File: config.mk
export PLATFORM = sky130hd
export DESIGN_NAME = frame_stream_loader
export DESIGN_NICKNAME = d
export VERILOG_FILES = /design/src/rtl/frame_stream_loader_pkg.sv /design/src/rtl/frame_beat_counter.sv /design/src/rtl/frame_stream_loader.sv
export SDC_FILE = /design/constraint.sdc
export NUM_CORES = 1
export LEC_CHECK = 0
export CAP_MARGIN = 10
export CORE_MARGIN = 5
export CORE_UTILIZATION = 52
export CTS_CLUSTER_SIZE = 12
export DETAILED_ROUTE_END_ITERATION = 10
export GPL_TIMING_DRIVEN = 0
export PLACE_DENSITY_LB_ADDON = 0.05
export REMOVE_ABC_BUFFERS = 1
export SLEW_MARGIN = 15
export SYNTH_ARGS = -nofsm -noshare
export SYNTH_HDL_FRONTEND = slang
export SYNTH_HIERARCHICAL = 1
export SYNTH_SLANG_ARGS = --single-unit
File: constraint.sdc
create_clock -name clk -period 49.5 [get_ports clk]
set_input_delay 14.85 -clock clk [delete_from_list [all_inputs] [get_ports clk]]
set_output_delay 14.85 -clock clk [all_outputs]
set_load 0.05 [all_outputs]
File: src/rtl/frame_stream_loader_pkg.sv
// Shared types and default geometry for the frame stream loader and its scan-index counter.
package frame_stream_loader_pkg;

  localparam int DATA_WIDTH  = 8;
  localparam int ROWS        = 8;
  localparam int COLS        = 8;
  localparam int FRAME_BEATS = ROWS * COLS;

  typedef enum logic [1:0] {
    FILL      = 2'd0,
    PRESENT   = 2'd1,
    WAIT_DONE = 2'd2
  } state_t;

  typedef logic [DATA_WIDTH-1:0] elem_t;
  typedef elem_t frame_t [ROWS-1:0][COLS-1:0];

  // Index width that stays at least one bit for degenerate single-entry dimensions.
  function automatic int idx_width(input int n);
    return (n > 1) ? $clog2(n) : 1;
  endfunction

endpackage

File: src/rtl/frame_beat_counter.sv
// Raster beat counter with terminal-count flag and row/col decode.
// Also used by the max-search stage for its scan indexing.
module frame_beat_counter #(
  parameter  int ROWS  = 8,
  parameter  int COLS  = 8,
  localparam int ROW_W = frame_stream_loader_pkg::idx_width(ROWS),
  localparam int COL_W = frame_stream_loader_pkg::idx_width(COLS)
) (
  input  logic             clk,
  input  logic             rst,
  input  logic             clear,
  input  logic             inc,
  output logic [ROW_W-1:0] row,
  output logic [COL_W-1:0] col,
  output logic             terminal
);
  import frame_stream_loader_pkg::*;

  localparam int BEATS = ROWS * COLS;
  localparam int CNT_W = idx_width(BEATS);

  logic [CNT_W-1:0] count;

  // NOTE: sequential state uses non-blocking assignments so every register
  // samples pre-edge values, independent of block evaluation order.
  always_ff @(posedge clk or posedge rst) begin
    if (rst) begin
      count <= '0;
    end else if (clear) begin
      count <= '0;
    end else if (inc) begin
      count <= count + 1'b1;
    end
  end

  assign row      = ROW_W'(int'(count) / COLS);
  assign col      = COL_W'(int'(count) % COLS);
  assign terminal = (count == CNT_W'(BEATS - 1));

endmodule

File: src/rtl/frame_stream_loader.sv
// Assembles a raster-order valid/ready element stream into a ROWS x COLS frame and
// presents it to the max-search stage. Define FRAME_LOADER_PINGPONG_EN for the
// double-buffered build; the default build uses a single frame buffer.
module frame_stream_loader #(
  parameter int DATA_WIDTH = 8,
  parameter int ROWS       = 8,
  parameter int COLS       = 8
) (
  input  logic                  clk,
  input  logic                  rst,
  input  logic                  in_valid,
  output logic                  in_ready,
  input  logic [DATA_WIDTH-1:0] in_data,
  input  logic                  in_last,
  output logic [DATA_WIDTH-1:0] frame_out [ROWS-1:0][COLS-1:0],
  output logic                  frame_valid,
  input  logic                  done_in,
  output logic                  frame_err,
  output logic                  busy
);
  import frame_stream_loader_pkg::*;

  localparam int ROW_W = idx_width(ROWS);
  localparam int COL_W = idx_width(COLS);

  state_t           state;
  logic             accept;
  logic             terminal;
  logic             wr_last;
  logic [ROW_W-1:0] row;
  logic [COL_W-1:0] col;

  assign accept  = in_valid && in_ready;
  assign wr_last = accept && terminal;

  // A last-marked beat or the final beat position both close out the current fill.
  frame_beat_counter #(
    .ROWS (ROWS),
    .COLS (COLS)
  ) u_counter (
    .clk      (clk),
    .rst      (rst),
    .clear    (accept && (terminal || in_last)),
    .inc      (accept),
    .row      (row),
    .col      (col),
    .terminal (terminal)
  );

  // Early last and missing last are the two ways in_last can disagree with the count.
  always_ff @(posedge clk or posedge rst) begin
    if (rst) begin
      frame_err <= 1'b0;
    end else begin
      frame_err <= accept && (terminal != in_last);
    end
  end

`ifdef FRAME_LOADER_PINGPONG_EN

  logic                  rd_sel;
  logic                  wr_full;
  logic [DATA_WIDTH-1:0] bufs [2][ROWS-1:0][COLS-1:0];

  // NOTE: the frame buffers are reset because a cleared frame_out is part of the
  // reset state; storage that is never observed before being written would not need it.
  always_ff @(posedge clk or posedge rst) begin
    if (rst) begin
      for (int b = 0; b < 2; b++)
        for (int r = 0; r < ROWS; r++)
          for (int c = 0; c < COLS; c++)
            bufs[b][r][c] <= '0;
    end else if (accept) begin
      bufs[~rd_sel][row][col] <= in_data;
    end
  end

  // NOTE: every element is assigned on every evaluation, so no latch is inferred.
  always_comb begin
    for (int r = 0; r < ROWS; r++)
      for (int c = 0; c < COLS; c++)
        frame_out[r][c] = bufs[rd_sel][r][c];
  end

  always_ff @(posedge clk or posedge rst) begin
    if (rst) begin
      state       <= FILL;
      in_ready    <= 1'b1;
      frame_valid <= 1'b0;
      busy        <= 1'b0;
      rd_sel      <= 1'b0;
      wr_full     <= 1'b0;
    end else begin
      frame_valid <= 1'b0;
      case (state)
        FILL: begin
          if (wr_last) begin
            rd_sel      <= ~rd_sel;
            frame_valid <= 1'b1;
            busy        <= 1'b1;
            state       <= PRESENT;
          end
        end
        PRESENT: begin
          state <= WAIT_DONE;
          if (wr_last) begin
            wr_full  <= 1'b1;
            in_ready <= 1'b0;
          end
        end
        WAIT_DONE: begin
          // A final beat landing with done_in counts as a full write buffer.
          if (done_in && (wr_full || wr_last)) begin
            rd_sel      <= ~rd_sel;
            wr_full     <= 1'b0;
            in_ready    <= 1'b1;
            frame_valid <= 1'b1;
            state       <= PRESENT;
          end else if (done_in) begin
            busy  <= 1'b0;
            state <= FILL;
          end else if (wr_last) begin
            wr_full  <= 1'b1;
            in_ready <= 1'b0;
          end
        end
        default: begin
          in_ready <= 1'b1;
          busy     <= 1'b0;
          wr_full  <= 1'b0;
          state    <= FILL;
        end
      endcase
    end
  end

`else

  logic [DATA_WIDTH-1:0] frame_q [ROWS-1:0][COLS-1:0];

  // NOTE: the frame store is reset because a cleared frame_out is part of the
  // reset state; storage that is never observed before being written would not need it.
  always_ff @(posedge clk or posedge rst) begin
    if (rst) begin
      for (int r = 0; r < ROWS; r++)
        for (int c = 0; c < COLS; c++)
          frame_q[r][c] <= '0;
    end else if (accept) begin
      frame_q[row][col] <= in_data;
    end
  end

  // NOTE: every element is assigned on every evaluation, so no latch is inferred.
  always_comb begin
    for (int r = 0; r < ROWS; r++)
      for (int c = 0; c < COLS; c++)
        frame_out[r][c] = frame_q[r][c];
  end

  always_ff @(posedge clk or posedge rst) begin
    if (rst) begin
      state       <= FILL;
      in_ready    <= 1'b1;
      frame_valid <= 1'b0;
      busy        <= 1'b0;
    end else begin
      frame_valid <= 1'b0;
      case (state)
        FILL: begin
          if (wr_last) begin
            in_ready    <= 1'b0;
            frame_valid <= 1'b1;
            busy        <= 1'b1;
            state       <= PRESENT;
          end
        end
        PRESENT: begin
          // The consumer cannot finish within the presentation cycle.
          state <= WAIT_DONE;
        end
        WAIT_DONE: begin
          if (done_in) begin
            in_ready <= 1'b1;
            busy     <= 1'b0;
            state    <= FILL;
          end
        end
        default: begin
          in_ready <= 1'b1;
          busy     <= 1'b0;
          state    <= FILL;
        end
      endcase
    end
  end

`endif

endmodule

# == Yosys cells after proc, flatten, opt, wreduce, memory -nomap -nowiden ==
# Index checks and enable logic that the tools add are counted.
# totals
register_bits,524
in_bits,13
out_inout_bits,516
word_cells,111
# op_classes
add_sub_neg,1
magnitude_cmp,4
n_eq_ne,6
mux,18
n_bitwise,1
n_reduce_logical,11
# ops
cell,n
512-bit bitwise mux,1
64-bit demux with 3-bit select,1
64-bit two-way mux,1
8-bit demux with 3-bit select,1
6-bit two-way mux,2
3-bit by 4-bit less-than comparator with 1-bit output (second input constant),2
8-bit two-way mux,1
6-bit by 1-bit adder with 6-bit output (second input constant),1
6-bit == test (second input constant),1
3-bit by 1-bit >= comparator with 1-bit output (second input constant),2
1-bit logical AND,6
1-bit two-way mux,6
1-bit one-hot mux with 3 select lines,2
2-bit one-hot mux with 3 select lines,1
2-bit two-way mux,2
2-bit inequality test (second input constant),2
3-bit AND reduction,1
2-bit by 1-bit == test with 1-bit output (second input constant),1
2-bit == test (second input constant),1
2-bit logical NOT,1
2-bit AND reduction,1
2-bit nonzero test,1
1-bit logical OR,1
1-bit inequality test,1
1-bit inverter,1

# == Logic depth before layout (Yosys ltp) ==
# Gate-level depths: netlist (run 1).
# depth
ltp_word,7
depth_mapped,7
ltp_nobuf,7

# == By module ==
# Netlist (run 1), hierarchy kept.
# by_module_without_submodules
mod,n_inst,cells_per_inst,area_each_um2,seq_area_each_um2
frame_stream_loader,1,1234,19804.0,12963.7
frame_beat_counter,1,27,281.5,150.1

# == Worst setup path after synthesis (run 1) ==
# OpenSTA, ideal clock, no wires.
# synth_path
path_type,input to register
startpoint,in in_valid
endpoint,reg frame_q (netlist bit frame_out[464])
setup_time_ps,125
arrival_time_ps,16026
required_time_ps,49375
setup_slack_ps,33349
path_stages,4
path_buffers,1
cell_sequence,clkbuf_1 -> nand4b_1 -> nor2_2 -> mux2_2
# synth_via
elab_chain_cells,1
# synth_lines
item,line_no,text
"start, declared",frame_stream_loader.sv:11,"input logic in_valid,"
1-bit logical AND,frame_stream_loader.sv:33,assign accept = in_valid && in_ready;
"end signal, assigned by index",frame_stream_loader.sv:149,frame_q[row][col] <= in_data;
"end, declared",frame_stream_loader.sv:139,logic [DATA_WIDTH-1:0] frame_q [ROWS-1:0][COLS-1:0];
# Every way passes these cells.
# A chain may end at the register's enable or synchronous reset.

# == Worst setup path in the final report (run 1) ==
# layout_path
startpoint,reg in_ready
endpoint,out in_ready
# layout_lines
item,line_no,text
"start, declared",frame_stream_loader.sv:12,"output logic in_ready,"
"start signal, assigned",frame_stream_loader.sv:163,in_ready <= 1'b1;
"start signal, assigned",frame_stream_loader.sv:171,in_ready <= 1'b0;
"start signal, assigned",frame_stream_loader.sv:183,in_ready <= 1'b1;
# No word-level cell between the ends.

==> flow_metrics.env, run 1 <==
export IMPL_dpl_cell_area_mm2=0.02597
export IMPL_finalHoldViolCount=0
export IMPL_ys_seq_area_frac=0.6529
export IMPL_fp_dieW_um=206.5
export IMPL_clock_sinks=524
export IMPL_worstPathMaxFanout=21
export IMPL_drv_slew=0
export IMPL_drt_iter0_markers=540
export IMPL_cts_setup_buffers=0
export IMPL_place_congestion=0.7804
export IMPL_viasPerCell=5.415
export IMPL_rows=72
export IMPL_cp_slowest_stage_delay_ns=0.97
export IMPL_drcViolationCount=0
export IMPL_max_slew_margin_rel=0.3792
export IMPL_worstSetupPathDepth=1
export IMPL_hold_path_class="reg2reg"
export IMPL_tightest_slew_ns=0.9187
export IMPL_vdd_drop_max_mv=0.02708
export IMPL_vias=12574
export IMPL_die_h_um=206.5
export IMPL_outcome="finished, final reports clean"
export IMPL_netlist_instances=1261
export IMPL_cts_buffers_inserted=53
export IMPL_htreeDepth=2
export IMPL_clk_latency_ns=0.58
export IMPL_hpwl_um=40710
export IMPL_finalCritPeriodShare=0.3473
export IMPL_crit_path_end_kind="primary output"
export IMPL_grt_usage=0.2724
export IMPL_die_area_mm2=0.04266
export IMPL_n_fill_cell=2594
export IMPL_dr_pass1_iters=4
export IMPL_cts_hold_buf=0
export IMPL_synth_edf_count=0
export IMPL_grt_max_degree=114
export IMPL_cpMaxStageDelayCell="clkdlybuf4s50_1"
export IMPL_p_leak_nw=13.30
export IMPL_worstPathRequired_ns=34.65
export IMPL_synth_area_mm2=0.02009
export IMPL_hold_ws_ns=0.4857
export IMPL_fin_area_mm2=0.02763
export IMPL_synth_seq_cells=524
export IMPL_synth_top_area_frac=0.6516
export IMPL_area_growth_synth_to_final_pct=37.56
export IMPL_grt_pass1_vias=13265
export IMPL_fin_nets=1783
export IMPL_critical_path_startpoint_type="flop"
export IMPL_arrival_ns=2.34
export IMPL_syn_avg_cell_area_um2=15.93
export IMPL_io_pins=529
export IMPL_detail_route_antenna_nets=0
export IMPL_port_buffers=528
export IMPL_clock_path_buffers=3
export IMPL_antenna_cells=0
export IMPL_ctsResizeCount=0
export IMPL_antenna_found_initial=0
export IMPL_tritoncts="yes"
export IMPL_synth_top_area_cell="dfrtp_1"
export IMPL_root_buffer="clkbuf_16"
export IMPL_wl_per_cell_um=25.32
export IMPL_maxCapViolCount=0
export IMPL_cp_top_family="buffers and inverters"
export IMPL_hold_depth=1
export IMPL_coreArea_mm2=0.03847
export IMPL_tns_ns=0
export IMPL_yosys_cell_types_count=38
export IMPL_fin_crit_ns=17.19
export IMPL_start_util=0.5222
export IMPL_grt_overflow=0
export IMPL_setup_viol=0
export IMPL_crit_buf_inv=1
export IMPL_synth_async_sr_flop_share=1.000
export IMPL_grt_pass1_wl_um=87170
export IMPL_crit_chain="clkdlybuf4s50_1"
export IMPL_grt_setup_unrepaired="false"
export IMPL_drt_wl_total_um=58800
export IMPL_rr_worst_depth=3
export IMPL_skew_ns=0.01405
export IMPL_timing_worst_setup_path_type="reg2out"
export IMPL_drive_gt1_frac=0.3398
export IMPL_pwr_density_cell_mw_per_mm2=30.21
export IMPL_max_freq_mhz=58.17
export IMPL_ys_warn_count=6
export IMPL_synth_ff_type="dfrtp_1"
export IMPL_synth_area_leaders="dfrtp_1 65%, mux2_2 28%, clkbuf_1 1.3%"
export IMPL_clk_pin_slew_worst_paths_ns=0.06
==> synthesized netlist by cell type (2+ instances only) <==
library cell	count
a21oi_1	2
and4_1	3
and4b_1	6
and4bb_1	2
buf_1	8
buf_2	9
clkbuf_1	71
dfrtp_1	523
ha_1	2
inv_1	6
mux2_1	13
mux2_2	499
mux2i_1	2
nand2_1	40
nand4_1	5
nand4b_1	6
nor2_1	8
nor2_2	17
nor2b_1	9
nor4_1	3
nor4b_1	3
nor4bb_1	6
xor2_1	3
==> power by group <==
| part | switching (mW) | internal, mW |
|---|---|---|
| combinational | 0.0177 | 0.00375 |
| sequential | 0 | 0.428 |
| clock | 0.160 | 0.224 |
==> kinds of logic (layout without fill, tap and decap cells) <==
family / after synthesis / count (layout) / synth area share
muxes: 514 / 514 / 0.2880
adders and majority gates: 2 / 2 / 0.001246
DFF: 524 / 524 / 0.6529
xor gates and xnor gates: 4 / 4 / 0.001745
buffers and inverters: 95 / 638 / 0.01838
AOI/OAI and AO/OA: 6 / 6 / 0.001931
and+or+nand+nor: 116 / 116 / 0.03576
==> metrics by stage <==
stage          std cells  utilization  setup WS, ns  power, mW
2_1_floorplan       1172            -         20.18     0.4433
3_3_place_gp        2218       0.6674         14.65     0.4558
3_5_place_dp        2231       0.6752         31.93     0.4585
4_1_cts             2322       0.7183         32.27     0.8435
5_1_grt             2322       0.7183         32.24     0.8625
6_report            2322       0.7183         32.31     0.8347
==> path summary, 6_finish.rpt <==
check | startpoint | endpoint | slack, ns
max | in_ready | in_ready | 32.31
min reg2reg | frame_out[247] | frame_out[247] | 0.49
min in group asynchronous | rst | u_counter/count[0] | 14.65
max reg2reg | u_counter/count[1] | frame_out[282] | 46.70
min | frame_out[247] | frame_out[247] | 0.49
max in group asynchronous | rst | frame_out[506] | 33.50
==> state kept, by name, summed over array words and instances, names as in the netlist <==
name	flops
u_counter/count	6
frame_valid	1
in_ready	1
busy	1
frame_out	512
state	2
frame_err	1
==> layer usage <==
layer  wire [um]  share of wire  global-route usage  vias up
li1            -              -                   -     5447
met1       22710           0.39              0.3394     6559
met2       27770           0.47              0.4335      437
met3        5458          0.093             0.09608      131
met4        2859          0.049              0.1202        0
met5           0              0                   0        -
==> layout by cell type, fill, tap and decap left out, types with 3 or more instances in the layout <==
cell type,count
buf_16,7
buf_12,6
nor2_1,8
nor4_1,3
nand4_1,5
and4b_1,6
clkbuf_1,20
clkbuf_16,55
nor4b_1,3
clkdlybuf4s50_1,520
nand2_1,40
xor2_1,3
clkinv_2,3
nor2b_1,9
mux2_1,13
nor4bb_1,6
buf_4,8
nor2_2,17
dfrtp_1,523
and4_1,3
clkbuf_8,11
inv_1,5
mux2_2,499
nand4b_1,6
==> cell type report <==
type | instances | area, um2 | area share
sequential | 524 | 13110 | 0.4746
inverter | 6 | 30.03 | 0.001087
clock inverter | 5 | 53.80 | 0.001947
tap | 518 | 648.1 | 0.02346
timing repair buffer | 541 | 5578 | 0.2019
multi-input combinational | 642 | 6603 | 0.2390
clock buffer | 86 | 1603 | 0.05801
Note: power is estimated with default switching activity, not from simulation.
==> run 2: changes to the inputs <==
Settings changed: CORE_UTILIZATION 52 to 44.
Clock period 49.5 ns to 14.4 ns, I/O delays scaled along.
==> run 2 against run 1 <==
Global-route usage down 3.3 points. Largest cell class unchanged. Hold slack better by 0.00081 ns. Clock-buffer cell count up 5. Non-clock buffer count up 1.
==> flow_metrics.env, run 2 (synthesis results as in run 1) <==
export IMPL_outcome="finished, final reports clean"
export IMPL_min_from="frame_out[114]"
export IMPL_grt_usage=0.2393
export IMPL_multiInputGateArea_mm2=0.006603
export IMPL_regArea_mm2=0.01311
export IMPL_port_buffers=528
export IMPL_dp_cells=2314
export IMPL_vdd_drop_max_mv=0.09125
export IMPL_die_area_mm2=0.05002
export IMPL_clk_pin_slew_worst_paths_ns=0.06
export IMPL_start_util=0.4436
export IMPL_pwr_density_cell_mw_per_mm2=104.7
export IMPL_root_buffer="clkbuf_16"
export IMPL_most_common_layout_cells="523 x dfrtp_1, 520 x clkdlybuf4s50_1, 499 x mux2_2"
export IMPL_drv_slew=0
export IMPL_worstSetupPathDepth=1
export IMPL_fin_nets=1785
export IMPL_arrival_ns=2.39
export IMPL_hold_depth=1
export IMPL_grt_pass1_vias=13026
export IMPL_hold_path_class="reg2reg"
export IMPL_largest_register_ffs=512
export IMPL_wl_per_cell_um=25.37
export IMPL_fp_dieW_um=223.7
export IMPL_critical_path_startpoint_type="flop"
export IMPL_clock_sinks=524
export IMPL_fin_util=0.6151
export IMPL_cp_top_family="buffers and inverters"
export IMPL_place_congestion=0.7477
export IMPL_rr_worst_depth=3
export IMPL_cp_slowest_stage_delay_ns=0.99
export IMPL_grt_pass1_wl_um=90620
export IMPL_crit_path_end_kind="primary output"
export IMPL_worst_slack_ns=7.692
export IMPL_mostFrequentLayoutCell="dfrtp_1"
export IMPL_detail_route_antenna_nets=0
export IMPL_n_fill_cell=3631
export IMPL_cts_setup_buffers=0
export IMPL_dr_pass1_iters=4
export IMPL_crit_buf_inv=1
export IMPL_htreeDepth=2
export IMPL_finalCritPeriodShare=0.4658
export IMPL_tightest_slew_ns=0.9648
export IMPL_r2r_slack_ns=11.37
export IMPL_rows=78
export IMPL_cts_hold_buf=0
export IMPL_io_pins=529
export IMPL_drive_gt1_frac=0.3442
export IMPL_vias=12410
export IMPL_dp_slack_ns=7.371
export IMPL_whs_endpoint="frame_out[114]"
export IMPL_grt_max_degree=96
export IMPL_tns_ns=0
export IMPL_cpMaxStageDelayCell="clkdlybuf4s50_1"
export IMPL_drcViolationCount=0
export IMPL_clk_latency_ns=0.60
export IMPL_ctsResizeCount=0
export IMPL_grt_setup_unrepaired="false"
export IMPL_setup_viol=0
export IMPL_die_h_um=223.7
export IMPL_coreArea_mm2=0.04528
export IMPL_finalHoldViolCount=0
export IMPL_clock_path_buffers=3
export IMPL_viasPerCell=5.147
export IMPL_final_cells=2411
export IMPL_r2r_start="u_counter/count[3]"
export IMPL_hpwl_um=42300
export IMPL_max_slew_margin_rel=0.3555
export IMPL_drt_wl_total_um=61170
export IMPL_worstPathMaxFanout=21
export IMPL_p_leak_nw=13.37
export IMPL_cts_buffers_inserted=54
export IMPL_grt_overflow=0
export IMPL_max_freq_mhz=149.1
export IMPL_crit_chain="clkdlybuf4s50_1"
export IMPL_drt_iter0_markers=683
export IMPL_tritoncts="yes"
export IMPL_antenna_found_initial=2
export IMPL_reg2reg_to="frame_out[116]"
export IMPL_maxCapViolCount=0
export IMPL_fin_crit_ns=6.708
export IMPL_area_growth_synth_to_final_pct=38.67
export IMPL_timing_worst_setup_path_type="reg2out"
export IMPL_skew_ns=0.02618
export IMPL_worstPathRequired_ns=10.08
==> run 2: changes by cell type in the layout (fill, tap and decap cells not counted), sizes merged <==
| cell | before | now |
|---|---|---|
| bufinv | 1 | 0 |
| diode | 0 | 1 |
| clkbuf | 86 | 91 |
| buf | 21 | 22 |
| clkinv | 3 | 4 |
==> run 2: layout make-up <==
type | count | area share
diodes | 1 | 0.00008984
inverters | 6 | 0.001078
clock buffers | 91 | 0.06145
flip-flops and latches | 524 | 0.4708
multi-input cells | 642 | 0.2371
well taps | 600 | 0.02695
repair buffers | 542 | 0.2015
clock inverters | 5 | 0.001033
==> run 2: stage by stage <==
stage	total power [mW]	hold WS [ns]	cell area, um2
2_1_floorplan	1.524	0.4964	19740
3_3_place_gp	1.569	0.4682	25770
3_5_place_dp	1.580	0.4748	26110
4_1_cts	2.955	0.4882	27850
5_1_grt	3.017	0.4984	27850
6_report	2.915	0.4865	27850
==> run 2: worst max path at each step <==
stage                        start        endpoint  slack (ns)
after global routing      in_ready        in_ready        7.59
after global placement         rst  frame_out[406]      -10.37
after detailed placement  in_valid   frame_out[19]        7.37
after floorplan                rst            busy       -4.39
after CTS                 in_ready        in_ready        7.64
final                     in_ready        in_ready        7.69
==> run 2: where the power goes <==
part | switching [mW] | internal [mW] | total [mW]
registers | 0 | 1.47 | 1.47
logic | 0.0627 | 0.0139 | 0.0765
clock network | 0.565 | 0.801 | 1.37
total | 0.628 | 2.29 | 2.92
==> run 2: metal layers <==
metal / part of all wire / vias to the layer above / global-route usage
li1: - / 5448 / -
met1: 0.41 / 6516 / 0.3045
met2: 0.48 / 358 / 0.3906
met3: 0.084 / 84 / 0.09121
met4: 0.025 / 4 / 0.05949
met5: 0.00039 / - / 0
